===== src/rtl/modelado_sequencer.sv =====
// modelado_sequencer: streams stored samples through the Modelado datapath and emits one result per sample.
// Optional feature: define MODELADO_SEQ_CHECKSUM_EN to add a running XOR checksum output of all transferred results.
module modelado_sequencer #(
    parameter int DATA_W = 32,
    parameter int DEPTH  = 400,
    parameter int ADDR_W = 9,
    parameter int SETTLE = 1
) (
    input  logic              clk,
    input  logic              rst_n,
    input  logic              start,
    input  logic [ADDR_W:0]   num_samples,
    output logic              mem_rd,
    output logic [ADDR_W-1:0] mem_addr,
    input  logic [DATA_W-1:0] mem_data,
    output logic [DATA_W-1:0] dp_x,
    input  logic [DATA_W-1:0] dp_result,
    output logic              out_valid,
    input  logic              out_ready,
    output logic [DATA_W-1:0] out_data,
    output logic [ADDR_W-1:0] out_index,
`ifdef MODELADO_SEQ_CHECKSUM_EN
    output logic [DATA_W-1:0] checksum,
`endif
    output logic              busy,
    output logic              done
);

    typedef enum logic [2:0] {S_IDLE, S_FETCH, S_WAIT, S_SETTLE, S_OUT, S_DONE} state_t;

    localparam logic [ADDR_W:0] DEPTH_C   = (ADDR_W+1)'(DEPTH);
    localparam logic [3:0]      SETTLE_M1 = 4'(SETTLE - 1);

    state_t              state_q, state_d;
    logic [ADDR_W:0]     len_q, len_d;
    logic [ADDR_W-1:0]   idx_q, idx_d;
    logic [3:0]          cnt_q, cnt_d;
    logic [DATA_W-1:0]   dp_x_q, dp_x_d;
    logic                out_valid_q, out_valid_d;
    logic [DATA_W-1:0]   out_data_q, out_data_d;
    logic [ADDR_W-1:0]   out_index_q, out_index_d;
    logic                last;

    assign last      = {1'b0, idx_q} == len_q - (ADDR_W+1)'(1);
    assign mem_rd    = state_q == S_FETCH;
    assign mem_addr  = idx_q;
    assign dp_x      = dp_x_q;
    assign out_valid = out_valid_q;
    assign out_data  = out_data_q;
    assign out_index = out_index_q;
    assign busy      = state_q != S_IDLE;
    assign done      = state_q == S_DONE;

    // Next-state and datapath-register updates for the fetch/settle/output sequence
    always_comb begin
        state_d     = state_q;
        len_d       = len_q;
        idx_d       = idx_q;
        cnt_d       = cnt_q;
        dp_x_d      = dp_x_q;
        out_valid_d = out_valid_q;
        out_data_d  = out_data_q;
        out_index_d = out_index_q;
        case (state_q)
            S_IDLE: if (start) begin
                len_d   = (num_samples > DEPTH_C) ? DEPTH_C : num_samples;
                idx_d   = '0;
                state_d = (len_d == '0) ? S_DONE : S_FETCH;
            end
            S_FETCH: state_d = S_WAIT;
            S_WAIT: begin
                dp_x_d  = mem_data;
                cnt_d   = '0;
                state_d = S_SETTLE;
            end
            S_SETTLE: if (cnt_q == SETTLE_M1) begin
                out_data_d  = dp_result;
                out_index_d = idx_q;
                out_valid_d = 1'b1;
                state_d     = S_OUT;
            end else begin
                cnt_d = cnt_q + 4'd1;
            end
            S_OUT: if (out_ready) begin
                out_valid_d = 1'b0;
                idx_d       = last ? idx_q : idx_q + 1'b1;
                state_d     = last ? S_DONE : S_FETCH;
            end
            S_DONE: state_d = S_IDLE;
            default: state_d = S_IDLE;
        endcase
    end

    // State and datapath registers with synchronous active-low reset
    always_ff @(posedge clk) begin
        if (!rst_n) begin
            state_q     <= S_IDLE;
            len_q       <= '0;
            idx_q       <= '0;
            cnt_q       <= '0;
            dp_x_q      <= '0;
            out_valid_q <= 1'b0;
            out_data_q  <= '0;
            out_index_q <= '0;
        end else begin
            state_q     <= state_d;
            len_q       <= len_d;
            idx_q       <= idx_d;
            cnt_q       <= cnt_d;
            dp_x_q      <= dp_x_d;
            out_valid_q <= out_valid_d;
            out_data_q  <= out_data_d;
            out_index_q <= out_index_d;
        end
    end

`ifdef MODELADO_SEQ_CHECKSUM_EN
    logic [DATA_W-1:0] checksum_q, checksum_d;

    assign checksum = checksum_q;

    // Clear on an accepted start, fold in each result as it is handed off
    always_comb begin
        checksum_d = checksum_q;
        if (state_q == S_IDLE && start) checksum_d = '0;
        else if (state_q == S_OUT && out_ready) checksum_d = checksum_q ^ out_data_q;
    end

    // Checksum register
    always_ff @(posedge clk) begin
        if (!rst_n) checksum_q <= '0;
        else        checksum_q <= checksum_d;
    end
`endif

endmodule

===== config.mk =====
export PLATFORM = sky130hd
export DESIGN_NAME = modelado_sequencer
export DESIGN_NICKNAME = d
export VERILOG_FILES = /design/src/rtl/modelado_sequencer.sv
export SDC_FILE = /design/constraint.sdc
export NUM_CORES = 1
export LEC_CHECK = 0
export CELL_PAD_IN_SITES_DETAIL_PLACEMENT = 1
export CELL_PAD_IN_SITES_GLOBAL_PLACEMENT = 1
export CORE_UTILIZATION = 34
export CTS_CLUSTER_DIAMETER = 60
export DETAILED_ROUTE_END_ITERATION = 10
export PLACE_DENSITY_LB_ADDON = 0.15
export RECOVER_POWER = 50
export SYNTH_ARGS = -nofsm -noshare
export SYNTH_HDL_FRONTEND = slang
export SYNTH_SLANG_ARGS = --single-unit

===== constraint.sdc =====
create_clock -name clk -period 4 [get_ports clk]
set_clock_uncertainty 0.2 [all_clocks]
set_input_delay 0.8 -clock clk [delete_from_list [all_inputs] [get_ports clk]]
set_output_delay 0.8 -clock clk [all_outputs]
set_load 0.01 [all_outputs]

==> impl_metrics.csv <==
group,metric,value,unit
clocking,clkTransAtPathRegs,0.07,ns
timing,slew_viol_final,0,
cells_and_area,finalNetCount,744,
routing,drc_errors,0,
place,hpwl,9281,um
routing,detail-route-antenna-nets,0,
logic_synthesis,synth-main-ff-cell,"dfxtp_1",
logic_synthesis,syn_inst,517,
clocking,clock_latency,0.34,ns
worst_setup_path,worstPathMaxFanout,17,
timing,tightest_slew,1.215,ns
timing,setup_violations,0,
die,core,12160,um^2
logic_synthesis,yosysWarnings,0,
logic_synthesis,syn_area_per_cell,8.316,um^2
clocking,cts_hold_buffers,0,
timing,setup_tns,0,ns
timing,hold_viol,0,
die,initial_core_util,35.35,%
cells_and_area,drive_above_1_share,3.904,%
clocking,cts_buffers,9,
grt,grt-busiest-layer,"met2",
cells_and_area,multi_input_area,2160,um^2
min_path,min_path_cells,2,
clocking,htreeDepth,3,
die,dieArea,13100,um^2
grt,gr-usage-met2,36.40,%
logic_synthesis,synth.cell_area,4299,um^2
timing,rsz0062_at_grt,"no",
grt,grt_max_degree,64,
worst_setup_path,arrival,1.95,ns
power,vdd_ir_drop_max,150.4,uV
min_path,min_path_type,"register to register",
job,drv_cap,0,
worst_setup_path,cp.required,3.00,ns
timing,relSlewSlack,18.99,%
routing,first_pass_iters,4,
grt,grt_use_met3,6.458,%
worst_setup_path,rr_worst_depth,9,
logic_synthesis,async_flop_share,0,%
logic_synthesis,ys_seq_area_share,46.57,%
routing,vias,4114,
routing,wl_per_cell,15.51,um
worst_setup_path,criticalPathCategory,"register to output port",
min_path,whs_endpoint,"out_data[10]$_SDFFE_PN0P_",
grt,met1_usage,21.72,%
grt,grt_overflow,0,
worst_setup_path,cp-end-kind,"output port",
routing,totalWireLength,12940,um
worst_setup_path,r2r-end,"mem_addr[0]$_SDFFE_PN0P_",
place,portBuffers,163,
grt,grt_usage,20.13,%
worst_setup_path,r2r_start,"len_q[0]$_SDFFE_PN0P_",
power,p_leak,2.252,nW
timing,finalCritPeriodShare,73.74,%
grt,antenna_found_initial,0,
die,die_x,114.4,um
die,die_h,114.4,um
timing,fmax,0.3390,GHz
min_path,min_from,"out_data[10]$_SDFFE_PN0P_",
clocking,post_cts_buffers,0,
worst_setup_path,r2r_setup_slack,1.51,ns
timing,worst_hold_slack,0.2624,ns
worst_setup_path,cp-start-kind,"register",
clocking,post_cts_resize_count,0,
logic_synthesis,synth.distinct_cells,44,
logic_synthesis,ys_ff_latch,100,
cells_and_area,num_antenna_cells,0,
clocking,root_buffer,"clkbuf_16",
run_status,outcome,"completed",
routing,drt_iter0_drc,177,
cells_and_area,ff_latch_area,2002,um^2
grt,grt_pass1_wl,20640,um
logic_synthesis,synth-edff-count,0,
cells_and_area,post-route-util,51.85,%
cells_and_area,fill_cells,1450,
logic_synthesis,synth_fp_nets,599,
place,place_congestion,0.7829,
power,p_per_area,351.2,nW/um^2
clocking,cts_sinks,100,
die,row_count,40,
clocking,clk_path_buf_depth,2,
timing,period_needed,2.950,ns
die,io-pin-count,164,
cells_and_area,area_delta_synth_final,46.68,%
clocking,cts_tree,"built",
routing,detail_route.vias_per_cell,4.933,
grt,grt_pass1_vias,4279,
state kept, by name (all words and copies together) (netlist names):
| name | count |
|---|---|
| out_valid | 1 |
| len_q | 10 |
| cnt_q | 4 |
| out_index | 9 |
| out_data | 32 |
| mem_addr | 9 |
| state_q | 3 |
| dp_x | 32 |
layout make-up:
cell class	count	share of cell area, %
clock buffers	11	3.690
clock inverters	4	0.4167
well taps	168	3.333
inverters	6	0.3571
repair buffers	167	26.21
multi-input cells	378	34.25
flip-flops and latches	100	31.75
critical path, stage by stage (launching register included):
cell	delay [ns]
dfxtp_1	0.72
nor2_1	0.20
and2_1	0.20
clkdlybuf4s50_1	0.49
worst max path at each step:
stage,cells past startpoint,from,slack [ns],end
3_5_place_dp,7,num_samples[0],1.10,len_q[1]$_SDFFE_PN0P_
3_3_place_gp,7,num_samples[0],1.16,len_q[0]$_SDFFE_PN0P_
5_1_grt,4,rst_n,0.78,len_q[4]$_SDFFE_PN0P_
2_1_floorplan,6,num_samples[0],1.58,len_q[2]$_SDFFE_PN0P_
4_1_cts,3,state_q[2]$_SDFFE_PN0P_,1.02,mem_rd
6_report,3,state_q[2]$_SDFFE_PN0P_,1.05,mem_rd
Yosys cell counts (2+ instances only):
cell,count,share of area [%]
nand2_1,170,15
and3_1,3,0.44
o211a_1,3,0.70
mux2i_1,4,0.93
dfxtp_1,100,47
nor3_1,8,0.93
clkbuf_1,32,2.8
a31o_2,2,0.41
inv_1,6,0.52
nor3b_1,4,0.70
nand3_1,10,1.2
nand4_1,4,0.58
nand3b_1,2,0.35
a22o_1,4,0.81
a211oi_1,3,0.52
a21boi_0,75,13
or3_1,2,0.29
o21ai_0,6,0.70
and3b_1,2,0.41
xnor2_1,9,1.8
ha_1,4,1.2
a21oi_1,6,0.70
nand2b_1,5,0.73
nor2_1,21,1.8
nor2b_1,3,0.44
and2_1,7,1.0
xor2_1,5,1.0
placed cells by master (no fill, tap or decap), types with 3 or more instances in the layout:
master           instances
o21ai_0                  6
inv_1                    6
dfxtp_1                100
buf_4                    3
xnor2_1                  9
and3_1                   3
mux2i_1                  4
and2_1                   7
nand4_1                  4
a21boi_0                75
nor2b_1                  3
a21oi_1                  6
nor3_1                   7
ha_1                     4
o211a_1                  3
dlygate4sd3_1           14
a22o_1                   4
nand2_1                170
clkdlybuf4s50_1        148
clkbuf_1                 3
nor3b_1                  3
xor2_1                   5
nand2b_1                 5
nor2_1                  21
a211oi_1                 3
clkbuf_16                9
nand3_1                 10
routing by layer:
metal | wire length [um] | share of wire, %
met4 | 239 | 1.8
met2 | 6500 | 50
met3 | 894 | 6.9
met1 | 5303 | 41
met5 | 0 | 0
logic make-up after synthesis:
group / after synthesis / share of synthesized area (%)
xor+xnor: 15 / 3.376
compound gates: 107 / 19.21
flops: 100 / 46.57
simple gates: 248 / 25.32
fa+ha+maj: 4 / 1.164
buf+inv: 39 / 3.434
mux: 4 / 0.9314
report_power, final:
group	total [mW]	internal (mW)	switching (mW)
Clock	0.788	0.419	0.369
Combinational	0.360	0.190	0.170
Sequential	1.07	1.03	0.0333
metrics by stage:
stage               worst slack (ns)  area [um^2]  std cells  total power [mW]
finish                         1.050         6306        834             2.215
global route                  0.7820         6306        834             2.318
CTS                            1.024         6310        834             2.253
detailed placement             1.099         6051        819             1.451
global placement               1.160         6051        819             1.437
floorplan                      1.582         4299        517             1.258
(Power assumes the default switching activity.)
